$ cat src/rtl/alu_share_arb_if.sv
// ---------------------------------------------------------------------------
// alu_share_arb_if : request/response bundle between two issuers and the arbiter
// Rev 1.0
// ---------------------------------------------------------------------------
`default_nettype none

interface alu_share_arb_if #(
  parameter int W = 32
);
  logic [1:0]        req_valid;
  logic [1:0]        req_ready;
  logic [1:0][W-1:0] req_a;
  logic [1:0][W-1:0] req_b;
  logic [1:0][2:0]   req_f;
  logic [1:0]        resp_valid;
  logic [1:0]        resp_ready;
  logic [W-1:0]      resp_y;
  logic              resp_cout;
  logic              resp_ovf;
  logic              busy;

  modport slave (
    input  req_valid, req_a, req_b, req_f, resp_ready,
    output req_ready, resp_valid, resp_y, resp_cout, resp_ovf, busy
  );

  modport master (
    output req_valid, req_a, req_b, req_f, resp_ready,
    input  req_ready, resp_valid, resp_y, resp_cout, resp_ovf, busy
  );
endinterface

`default_nettype wire

$ cat src/rtl/alu_share_arb.sv
// ---------------------------------------------------------------------------
// alu_share_arb : two-requester round-robin sequencer time-sharing one alu32.
// Optional macro ALU_SHARE_ARB_FLAGS_EN registers Cout/Overflow onto the response.
// Rev 1.0
// ---------------------------------------------------------------------------
`default_nettype none

module alu32 (
  input  wire logic [31:0] i_a,
  input  wire logic [31:0] i_b,
  input  wire logic [2:0]  i_f,
  output logic      [31:0] o_y,
  output logic             o_cout,
  output logic             o_ovf
);
  logic [31:0] w_bb;
  logic [32:0] w_sum;

  assign w_bb  = i_f[2] ? ~i_b : i_b;
  assign w_sum = {1'b0, i_a} + {1'b0, w_bb} + {32'b0, i_f[2]};

  always_comb begin
    o_y = '0;
    case (i_f[1:0])
      2'b00:   o_y = i_a & w_bb;
      2'b01:   o_y = i_a | w_bb;
      2'b10:   o_y = w_sum[31:0];
      default: o_y = {31'b0, w_sum[31]};
    endcase
  end

  assign o_cout = w_sum[32];
  // Comparing A against the possibly-inverted B gives the ADD or SUB overflow rule.
  assign o_ovf  = (i_a[31] == w_bb[31]) && (w_sum[31] != i_a[31]);
endmodule

module alu_share_arb #(
  parameter int W = 32
) (
  input  wire logic       clk,
  input  wire logic       reset,
  alu_share_arb_if.slave  bus
);
  if (W != 32) begin : g_width_check
    $error("alu_share_arb: W must be 32 to match alu32");
  end

  typedef enum logic [1:0] {
    S_IDLE = 2'd0,
    S_EXEC = 2'd1,
    S_RESP = 2'd2
  } state_t;

  state_t       r_state;
  state_t       w_next;
  logic         r_last_grant;
  logic         r_owner;
  logic [W-1:0] r_a;
  logic [W-1:0] r_b;
  logic [2:0]   r_f;
  logic [W-1:0] r_y;

  logic         w_winner;
  logic         w_accept;
  logic [1:0]   w_req_ready;
  logic [1:0]   w_resp_valid;
  logic [W-1:0] w_alu_y;
  logic         w_alu_cout;
  logic         w_alu_ovf;

  // On a tie the requester that did not win last time gets the grant.
  always_comb begin
    w_winner = 1'b0;
    case (bus.req_valid)
      2'b10:   w_winner = 1'b1;
      2'b11:   w_winner = ~r_last_grant;
      default: w_winner = 1'b0;
    endcase
  end

  always_comb begin
    w_next       = r_state;
    w_accept     = 1'b0;
    w_req_ready  = 2'b00;
    w_resp_valid = 2'b00;
    case (r_state)
      S_IDLE: begin
        if (!reset && (bus.req_valid != 2'b00)) begin
          w_req_ready[w_winner] = 1'b1;
          w_accept              = 1'b1;
          w_next                = S_EXEC;
        end
      end
      S_EXEC: w_next = S_RESP;
      S_RESP: begin
        w_resp_valid[r_owner] = 1'b1;
        if (bus.resp_ready[r_owner]) begin
          w_next = S_IDLE;
        end
      end
      default: w_next = S_IDLE;
    endcase
  end

  always_ff @(posedge clk) begin
    if (reset) begin
      r_state      <= S_IDLE;
      r_last_grant <= 1'b1;
      r_owner      <= 1'b0;
      r_a          <= '0;
      r_b          <= '0;
      r_f          <= '0;
      r_y          <= '0;
    end else begin
      r_state <= w_next;
      if (w_accept) begin
        r_a          <= bus.req_a[w_winner];
        r_b          <= bus.req_b[w_winner];
        r_f          <= bus.req_f[w_winner];
        r_owner      <= w_winner;
        r_last_grant <= w_winner;
      end
      if (r_state == S_EXEC) begin
        r_y <= w_alu_y;
      end
    end
  end

  // The ALU only ever sees the captured operands, so the request payload may move freely.
  alu32 u_alu (
    .i_a    (r_a),
    .i_b    (r_b),
    .i_f    (r_f),
    .o_y    (w_alu_y),
    .o_cout (w_alu_cout),
    .o_ovf  (w_alu_ovf)
  );

`ifdef ALU_SHARE_ARB_FLAGS_EN
  logic r_cout;
  logic r_ovf;

  always_ff @(posedge clk) begin
    if (reset) begin
      r_cout <= 1'b0;
      r_ovf  <= 1'b0;
    end else if (r_state == S_EXEC) begin
      r_cout <= w_alu_cout;
      r_ovf  <= w_alu_ovf;
    end
  end

  assign bus.resp_cout = r_cout;
  assign bus.resp_ovf  = r_ovf;
`else
  logic w_unused_flags;
  assign w_unused_flags = w_alu_cout ^ w_alu_ovf;
  assign bus.resp_cout  = 1'b0;
  assign bus.resp_ovf   = 1'b0;
`endif

  assign bus.req_ready  = w_req_ready;
  assign bus.resp_valid = w_resp_valid;
  assign bus.resp_y     = r_y;
  assign bus.busy       = (r_state != S_IDLE);
endmodule

`default_nettype wire

$ cat src/flat_wrapper.sv
// flat-port wrapper written by rule: the top's interface ports become plain ports
module alu_share_arb_flat 
#(
  parameter int W = 32
)
  (clk, reset, bus_req_valid, bus_req_a, bus_req_b, bus_req_f, bus_resp_ready, bus_req_ready, bus_resp_valid, bus_resp_y, bus_resp_cout, bus_resp_ovf, bus_busy);
  alu_share_arb_if #(.W(W)) bus_i ();
  input  wire logic clk;
  input  wire logic reset;
  input wire logic [$bits(bus_i.req_valid)-1:0] bus_req_valid;
  input wire logic [$bits(bus_i.req_a)-1:0] bus_req_a;
  input wire logic [$bits(bus_i.req_b)-1:0] bus_req_b;
  input wire logic [$bits(bus_i.req_f)-1:0] bus_req_f;
  input wire logic [$bits(bus_i.resp_ready)-1:0] bus_resp_ready;
  output wire logic [$bits(bus_i.req_ready)-1:0] bus_req_ready;
  output wire logic [$bits(bus_i.resp_valid)-1:0] bus_resp_valid;
  output wire logic [$bits(bus_i.resp_y)-1:0] bus_resp_y;
  output wire logic [$bits(bus_i.resp_cout)-1:0] bus_resp_cout;
  output wire logic [$bits(bus_i.resp_ovf)-1:0] bus_resp_ovf;
  output wire logic [$bits(bus_i.busy)-1:0] bus_busy;
  assign bus_i.req_valid = bus_req_valid;
  assign bus_i.req_a = bus_req_a;
  assign bus_i.req_b = bus_req_b;
  assign bus_i.req_f = bus_req_f;
  assign bus_i.resp_ready = bus_resp_ready;
  assign bus_req_ready = bus_i.req_ready;
  assign bus_resp_valid = bus_i.resp_valid;
  assign bus_resp_y = bus_i.resp_y;
  assign bus_resp_cout = bus_i.resp_cout;
  assign bus_resp_ovf = bus_i.resp_ovf;
  assign bus_busy = bus_i.busy;
  alu_share_arb #(.W(W)) u_core (.clk(clk), .reset(reset), .bus(bus_i));
endmodule
$ cat config.mk
export PLATFORM = sky130hd
export DESIGN_NAME = alu_share_arb_flat
export DESIGN_NICKNAME = d
export VERILOG_FILES = /design/src/rtl/alu_share_arb_if.sv /design/src/rtl/alu_share_arb.sv /design/src/flat_wrapper.sv
export SDC_FILE = /design/constraint.sdc
export NUM_CORES = 1
export LEC_CHECK = 0
export ABC_AREA = 0
export CORE_MARGIN = 2
export CORE_UTILIZATION = 40
export DETAILED_ROUTE_END_ITERATION = 12
export PLACE_DENSITY = 0.66
export SYNTH_ARGS = -nofsm -noshare
export SYNTH_HDL_FRONTEND = slang
export SYNTH_SLANG_ARGS = --single-unit
export TNS_END_PERCENT = 50
$ cat constraint.sdc
create_clock -name clk -period 8.8 [get_ports clk]
set_input_delay 1.32 -clock clk [delete_from_list [all_inputs] [get_ports clk]]
set_output_delay 1.32 -clock clk [all_outputs]
set_load 0.05 [all_outputs]
==> results.sh, run 1 <==
export IMPL_status="completed"
export IMPL_holdWs_ns=0.498
export IMPL_diodes=0
export IMPL_rsz0062_at_grt="false"
export IMPL_ys_seq_elements=103
export IMPL_postSynthAreaPerCell_um2=8.03
export IMPL_rows=50
export IMPL_synth_most_common_cell="nor2_1"
export IMPL_cts_tree="built"
export IMPL_maxCapViolations=0
export IMPL_fill_cells=1860
export IMPL_wl_um=22800
export IMPL_fin_crit_sh_pct=57.1
export IMPL_synthCells=957
export IMPL_root_buffer="clkbuf_16"
export IMPL_post_route_util_pct=52.6
export IMPL_die_x_um=143
export IMPL_p_total_w=0.00169
export IMPL_min_period_ns=5.02
export IMPL_cp_start_kind="primary input"
export IMPL_antenna_left=0
export IMPL_place_gp_congestion=0.871
export IMPL_worst_hold_path_type="flip-flop to flip-flop"
export IMPL_dr_wl_met3_um=1200
export IMPL_dp_hpwl_um=17400
export IMPL_cts_reportedPaths_clkPinSlew_ns=0.07
export IMPL_drc=0
export IMPL_coreArea_um2=18800
export IMPL_synth_area_leaders="dfxtp_1 (27%), mux2i_1 (11%), ha_1 (11%), a211oi_1 (7.6%), nor2_1 (6.1%)"
export IMPL_cp_data_required_time_ns=7.48
export IMPL_antenna_found_initial=0
export IMPL_clk_latency_ns=0.36
export IMPL_grt_pass1_vias=6620
export IMPL_tightest_slew_ns=1.01
export IMPL_yosysTopAreaCell="dfxtp_1"
export IMPL_ctsResizeCount=0
export IMPL_critPathKind="primary input to output pin"
export IMPL_postCtsSetupRepairBufs=0
export IMPL_via_count=7285
export IMPL_cts_buffers=9
export IMPL_initial_core_util_pct=40.9
export IMPL_gr_total_overflow=0
export IMPL_yosysUniqueCellTypes=67
export IMPL_r2r_slack_ns=5.04
export IMPL_drt_iter0_markers=466
export IMPL_max_slew_margin_pct=32.6
export IMPL_synth_common_cells="nor2_1 (124), dfxtp_1 (103), mux2i_1 (83)"
export IMPL_grt_max_degree=109
export IMPL_crit_fanout=29
export IMPL_vias_per_cell=5.49
export IMPL_async_reset_ff_share_pct=0
export IMPL_port_buffers=176
export IMPL_route_met2_wl_um=9240
export IMPL_slew_viol_final=0
export IMPL_power_density_nw_per_um2=171
export IMPL_ys_seq_area_share_pct=26.8
export IMPL_io_pin_count=179
export IMPL_grt_pass1_wl_um=36300
export IMPL_die_h_um=143
export IMPL_nets=1296
export IMPL_power_leakage_nw=3.96
export IMPL_wl_per_cell_um=17.2
export IMPL_cts_sinks=103
export IMPL_met1_length_um=12000
export IMPL_top_layer="met4"
export IMPL_vdd_drop_max_v=0.0000853
export IMPL_finalHoldViolCount=0
export IMPL_drive_gt1_share_pct=3.75
export IMPL_synth_top_area_share_pct=26.8
export IMPL_die_area_um2=20300
export IMPL_ys_warn_count=0
export IMPL_dp_slack_ns=3.78
export IMPL_fmaxAchievable_mhz=199
export IMPL_postCtsHoldBufs=0
export IMPL_arrival_ns=3.70
export IMPL_synth_area_um2=7680
export IMPL_setup_ws_ns=3.78
export IMPL_area_growth_pct=28.6
export IMPL_setup_tns_ns=0
export IMPL_setup_viol_count_final=0
export IMPL_grtUsageTotal_pct=22.8
export IMPL_finClkSkew_ns=0.00709
export IMPL_synth_flop_cell="dfxtp_1"
export IMPL_dr_pass1_iters=7
export IMPL_synth_edff_count=0
export IMPL_crit_path_end_kind="output pin"
export IMPL_cts_htree_levels=3
export IMPL_clk_path_buf_depth=2
==> routing by layer <==
metal	vias up	global-route usage, %
met5	-	0
met4	0	7.30
met3	24	2.46
met2	239	31.3
met1	3334	36.5
li1	3688	-
==> logic make-up after synthesis <==
logic type | Yosys count | synth area share (%)
buffers and inverters | 146 | 7.36
AND/OR/NAND/NOR | 231 | 13.3
adder cells (fa/ha/maj) | 67 | 11.0
AO/OA/AOI/OAI | 274 | 24.6
flip-flops | 103 | 26.8
multiplexers | 86 | 11.3
other | 1 | 0.0488
XOR/XNOR | 49 | 5.59
==> power breakdown <==
group	switching, W	internal, W
clock network	0.000193	0.000250
registers	0.0000444	0.000512
logic	0.000410	0.000280
==> final timing paths <==
path / cells after the start / to / from
worst max-delay path: 6 / bus_req_ready[1] / bus_req_valid[0]
worst min-delay path: 2 / u_core.bus.resp_y[8] / u_core.bus.resp_y[8]
worst max register to register: 10 / u_core.bus.resp_y[26] / u_core.r_f[2]
worst min register to register: 2 / u_core.bus.resp_y[8] / u_core.bus.resp_y[8]
==> stage by stage <==
stage | cells | area (um^2)
6_report | 1328 | 9880
5_1_grt | 1328 | 9880
4_1_cts | 1328 | 9880
3_5_place_dp | 1312 | 9560
3_3_place_gp | 1312 | 9560
2_1_floorplan | 958 | 7680
==> cell usage in the layout (no fill, tap or decap), types with 6 or more instances in the layout <==
cell type and count:
inv_1 80, o21ai_0 39, xnor2_1 9, o211ai_1 16
nand4_1 10, mux2i_1 83, nor2_1 124, nand2b_1 6
a311oi_1 6, ha_1 66, a21oi_1 55, a31oi_1 7
nand2_1 41, nand3_1 12, a211oi_1 78, clkbuf_16 9
o21a_1 6, a21o_1 7, xor2_1 40, dfxtp_1 102
buf_4 10, o21bai_1 6, nor3_1 9, o221ai_1 8
clkdlybuf4s50_1 175
==> state kept, by name, summed over array words and instances (netlist names) <==
| signal | count |
|---|---|
| u_core.r_a | 32 |
| u_core.r_owner | 1 |
| u_core.r_state | 2 |
| u_core.r_b | 32 |
| u_core.r_last_grant | 1 |
| u_core.r_f | 3 |
| u_core.bus.resp_y | 32 |
==> critical path: stages <==
cell and delay (ns):
clkdlybuf4s50_1 0.53, nor2_1 0.09, or3_1 0.42, inv_4 0.26, and2_1 0.22, clkdlybuf4s50_1 0.86
==> layout make-up <==
cell class                      count  area (um^2)  share of cell area (%)
Clock buffer                        9          225                    2.28
Clock inverter                      7         95.1                   0.962
Inverter                           81          307                    3.10
Multi-Input combinational cell    709         5070                    51.3
Sequential cell                   103         2060                    20.9
Tap cell                          234          293                    2.96
Timing Repair Buffer              185         1830                    18.5
No activity file was read; power rests on OpenSTA's default activity.
==> inputs of run 2 (changes only) <==
Settings changed: PLACE_DENSITY 0.66 to 0.69.
Clock period 8.8 ns to 4.6 ns, I/O delays scaled along.
==> run 2 against run 1 <==
  * Count of clock-buffer cells in the layout stayed put
  * Sequential share of layout area hardly changed
  * Highest routed layer unchanged
  * Critical path type unchanged
  * Non-clock buffer count is 4 higher
==> results.sh, run 2 (synthesis gave the netlist of run 1 again) <==
export IMPL_status="completed"
export IMPL_slew_viol_final=0
export IMPL_cts_reportedPaths_clkPinSlew_ns=0.08
export IMPL_ff2ff_path_depth=9
export IMPL_root_buffer="clkbuf_16"
export IMPL_dr_pass1_iters=5
export IMPL_grt_pass1_wl_um=36500
export IMPL_clk_path_buf_depth=2
export IMPL_finalNonFillerCells=1332
export IMPL_wl_per_cell_um=17.2
export IMPL_power_density_nw_per_um2=324
export IMPL_reg2reg_to="u_core.bus.resp_y[30]"
export IMPL_arrival_ns=2.93
export IMPL_setup_viol_count_final=0
export IMPL_port_buffers=176
export IMPL_wl_um=23000
export IMPL_finClkSkew_ns=0.00843
export IMPL_io_pin_count=179
export IMPL_max_slew_margin_pct=31.5
export IMPL_crit_fanout=4
export IMPL_setup_tns_ns=0
export IMPL_gr_total_overflow=0
export IMPL_postCtsSetupRepairBufs=0
export IMPL_drc=0
export IMPL_crit_path_end_kind="output pin"
export IMPL_cts_buffers=9
export IMPL_maxCapViolations=0
export IMPL_fmaxAchievable_mhz=276
export IMPL_min_to="u_core.bus.resp_y[17]"
export IMPL_ctsResizeCount=0
export IMPL_die_area_um2=20300
export IMPL_dp_hpwl_um=17600
export IMPL_cp_data_required_time_ns=3.91
export IMPL_drive_gt1_share_pct=4.10
export IMPL_grtUsageTotal_pct=22.8
export IMPL_antenna_found_initial=0
export IMPL_antenna_left=0
export IMPL_finalHoldViolCount=0
export IMPL_cts_sinks=103
export IMPL_postCtsHoldBufs=0
export IMPL_post_route_util_pct=52.7
export IMPL_cts_htree_levels=3
export IMPL_holdPathStages=2
export IMPL_vias_per_cell=5.48
export IMPL_rows=50
export IMPL_grt_pass1_vias=6771
export IMPL_coreArea_um2=18800
export IMPL_place_gp_congestion=0.930
export IMPL_dpl_cell_area_um2=9590
export IMPL_worst_hold_path_type="flip-flop to flip-flop"
export IMPL_critPathKind="primary input to output pin"
export IMPL_drt_iter0_markers=545
export IMPL_clk_latency_ns=0.36
export IMPL_post_place_cells=1316
export IMPL_fin_crit_sh_pct=78.7
export IMPL_reg2reg_from="u_core.r_f[2]"
export IMPL_die_x_um=143
export IMPL_rsz0062_at_grt="false"
export IMPL_hold_start="u_core.bus.resp_y[17]"
export IMPL_die_h_um=143
export IMPL_grt_max_degree=88
export IMPL_final_cell_mix="clkdlybuf4s50_1 (175), nor2_1 (124), dfxtp_1 (102)"
export IMPL_nets=1300
export IMPL_min_period_ns=3.62
export IMPL_initial_core_util_pct=40.9
export IMPL_cts_tree="built"
export IMPL_tightest_slew_ns=1.03
export IMPL_area_growth_pct=28.9
export IMPL_diodes=0
export IMPL_r2r_slack_ns=1.15
export IMPL_via_count=7304
export IMPL_layout_commonest_cell="clkdlybuf4s50_1"
export IMPL_power_leakage_nw=3.97
export IMPL_fin_area_um2=9900
export IMPL_cp_start_kind="primary input"
export IMPL_vdd_drop_max_v=0.000173
[run 2: per-stage QoR]
stage          total power (W)  setup slack (ns)  hold WS (ns)
3_5_place_dp           0.00238              1.01         0.478
4_1_cts                0.00321             0.996         0.499
6_report               0.00321             0.980         0.494
5_1_grt                0.00340             0.848         0.536
2_1_floorplan          0.00195              1.62         0.431
3_3_place_gp           0.00237              1.01         0.489
[run 2: power breakdown]
part	switching, W	total (W)	internal (W)
Clock	0.000393	0.000828	0.000435
Sequential	0.0000782	0.00106	0.000980
Combinational	0.000786	0.00133	0.000539
[run 2: layout make-up]
| class | count | area, um^2 |
|---|---|---|
| clock buffer | 9 | 225 |
| clock inverter | 7 | 83.8 |
| inverter | 81 | 307 |
| multi-input combinational | 709 | 5070 |
| tap | 234 | 293 |
| sequential | 103 | 2060 |
| fill | 1795 | 8870 |
| timing repair buffer | 189 | 1860 |
[run 2: layer usage]
metal	wire, um	vias to the layer above	track usage [%]	part of all wire [%]
li1	-	3691	-	-
met2	9450	281	32.3	41
met3	1440	28	4.27	6.3
met1	11700	3304	35.0	51
met5	0	-	0	0
met4	353	0	5.68	1.5
[run 2: how the worst max path moves through the flow]
stage	startpoint	end	slack (ns)	cells past startpoint
after floorplan	u_core.r_f[2]	u_core.bus.resp_y[7]	1.62	12
after global placement	bus_req_valid[0]	bus_req_ready[0]	1.01	5
after detailed placement	bus_req_valid[0]	bus_req_ready[0]	1.01	5
after CTS	bus_req_valid[0]	bus_req_ready[0]	1.0	5
after global routing	u_core.r_f[2]	u_core.bus.resp_y[22]	0.85	10
final	bus_req_valid[0]	bus_req_ready[0]	0.98	5
[run 2: worst max-delay path, stage by stage]
cell             delay, ns
clkdlybuf4s50_1       0.54
nor2_1                0.11
or3_1                 0.44
nor2_1                0.27
clkdlybuf4s50_1       0.88
==> inputs of run 3 (changes only) <==
Settings changed: PLACE_DENSITY 0.69 to 0.66.
Clock period 4.6 ns to 3.4 ns, I/O delays scaled along.
==> run 3 against run 2 <==
  * Non-clock buffer count stayed put
  * Critical path depth up 5
  * Final cell count unchanged
==> results.sh, run 3 (synthesis gave the netlist of run 1 again) <==
export IMPL_status="completed"
export IMPL_initial_core_util_pct=40.9
export IMPL_rows=50
export IMPL_finalHoldViolCount=0
export IMPL_die_area_um2=20300
export IMPL_power_leakage_nw=3.99
export IMPL_power_density_nw_per_um2=435
export IMPL_dp_hpwl_um=17900
export IMPL_cts_buffers=9
export IMPL_arrival_ns=3.44
export IMPL_port_buffers=176
export IMPL_setup_viol_count_final=0
export IMPL_p_comb_share_pct=41.9
export IMPL_p_sw_w=0.00168
export IMPL_finClkSkew_ns=0.0111
export IMPL_via_count=7183
export IMPL_area_growth_pct=29.5
export IMPL_cts_tree="built"
export IMPL_vdd_drop_max_v=0.000264
export IMPL_fin_crit_sh_pct=92.4
export IMPL_layout_commonest_cell="clkdlybuf4s50_1"
export IMPL_clk_latency_ns=0.36
export IMPL_root_buffer="clkbuf_16"
export IMPL_critPathKind="flip-flop to flip-flop"
export IMPL_slew_viol_final=0
export IMPL_cts_sinks=103
export IMPL_drive_gt1_share_pct=4.37
export IMPL_tightest_slew_ns=0.795
export IMPL_cts_reportedPaths_clkPinSlew_ns=0.08
export IMPL_cts_htree_levels=3
export IMPL_cp_start_kind="flip-flop"
export IMPL_place_gp_congestion=0.962
export IMPL_drt_iter0_markers=479
export IMPL_clkPwrFrac_pct=24.9
export IMPL_nets=1300
export IMPL_setup_tns_ns=0
export IMPL_clk_path_buf_depth=2
export IMPL_wl_um=23100
export IMPL_max_slew_margin_pct=46.9
export IMPL_grt_pass1_wl_um=36700
export IMPL_worst_hold_path_type="flip-flop to flip-flop"
export IMPL_grtUsageTotal_pct=23.1
export IMPL_antenna_found_initial=0
export IMPL_min_period_ns=3.14
export IMPL_rsz0062_at_grt="false"
export IMPL_fmaxAchievable_mhz=318
export IMPL_wl_per_cell_um=17.4
export IMPL_switching_share_pct=38.8
export IMPL_crit_path_end_kind="flip-flop"
export IMPL_crit_fanout=21
export IMPL_grt_max_degree=136
export IMPL_cp_data_required_time_ns=3.70
export IMPL_holdWs_ns=0.496
export IMPL_final_cell_mix="clkdlybuf4s50_1 (173), nor2_1 (124), dfxtp_1 (102)"
export IMPL_antenna_left=0
export IMPL_drc=0
export IMPL_die_h_um=143
export IMPL_io_pin_count=179
export IMPL_diodes=0
export IMPL_p_int_w=0.00265
export IMPL_coreArea_um2=18800
export IMPL_gr_total_overflow=0
export IMPL_seq_power_share_pct=33.2
export IMPL_dr_pass1_iters=5
export IMPL_die_x_um=143
export IMPL_vias_per_cell=5.39
export IMPL_postCtsSetupRepairBufs=0
export IMPL_grt_pass1_vias=6636
export IMPL_maxCapViolations=0
-- run 3: what timing repair did --
action / in CTS / in global routing
hold buffers: 0 / 0
setup endpoints to repair: 0 / 4
gates resized for setup: 0 / 2
-- run 3: layer usage --
metal / share of wire (%) / up-vias / track usage, %
li1: - / 3699 / -
met1: 52 / 3194 / 35.7
met2: 40 / 258 / 32.0
met3: 6.3 / 32 / 4.14
met4: 2.2 / 0 / 6.98
met5: 0 / - / 0
-- run 3: area by class of cell --
type / count / area (um^2)
Fill cell: 1785 / 8820
Multi-Input combinational cell: 709 / 5080
Sequential cell: 103 / 2060
Tap cell: 234 / 293
Clock buffer: 9 / 225
Inverter: 81 / 307
Timing Repair Buffer: 189 / 1900
Clock inverter: 7 / 80.1
-- run 3: power groups by stage --
stage	clock, W	sequential, W	combinational, W
floorplan	0	0.00155	0.00109
global placement	0	0.00146	0.00178
detailed placement	0	0.00146	0.00178
CTS	0.00110	0.00143	0.00179
global route	0.00115	0.00145	0.00199
finish	0.00108	0.00143	0.00181
-- run 3: worst max-delay path: stages (launching register included) --
cell	delay, ns
dfxtp_2	0.45
buf_4	0.38
xor2_1	0.16
ha_1	0.44
nand4_1	0.22
nor3_1	0.45
nand2_1	0.13
a21oi_1	0.17
a41oi_1	0.11
or3b_2	0.50
nand3_1	0.09
-- run 3: through the flow --
stage	util (%)	setup WS (ns)	power [W]	std cells	area (um^2)
after floorplan	-	0.420	0.00264	958	7680
after global placement	51.3	0.379	0.00324	1316	9640
after detailed placement	51.3	0.287	0.00324	1316	9640
after CTS	53.0	0.265	0.00433	1332	9940
after global routing	53.0	0.0179	0.00460	1332	9950
final	53.0	0.258	0.00432	1332	9950
-- run 3: final timing paths --
path | start | to | slack [ns] | cells after the start
setup / recovery | u_core.r_f[2] | u_core.bus.resp_y[25] | 0.26 | 10
hold / removal | u_core.bus.resp_y[10] | u_core.bus.resp_y[10] | 0.50 | 2
setup reg to reg | u_core.r_f[2] | u_core.bus.resp_y[25] | 0.26 | 10
hold reg to reg | u_core.bus.resp_y[10] | u_core.bus.resp_y[10] | 0.50 | 2
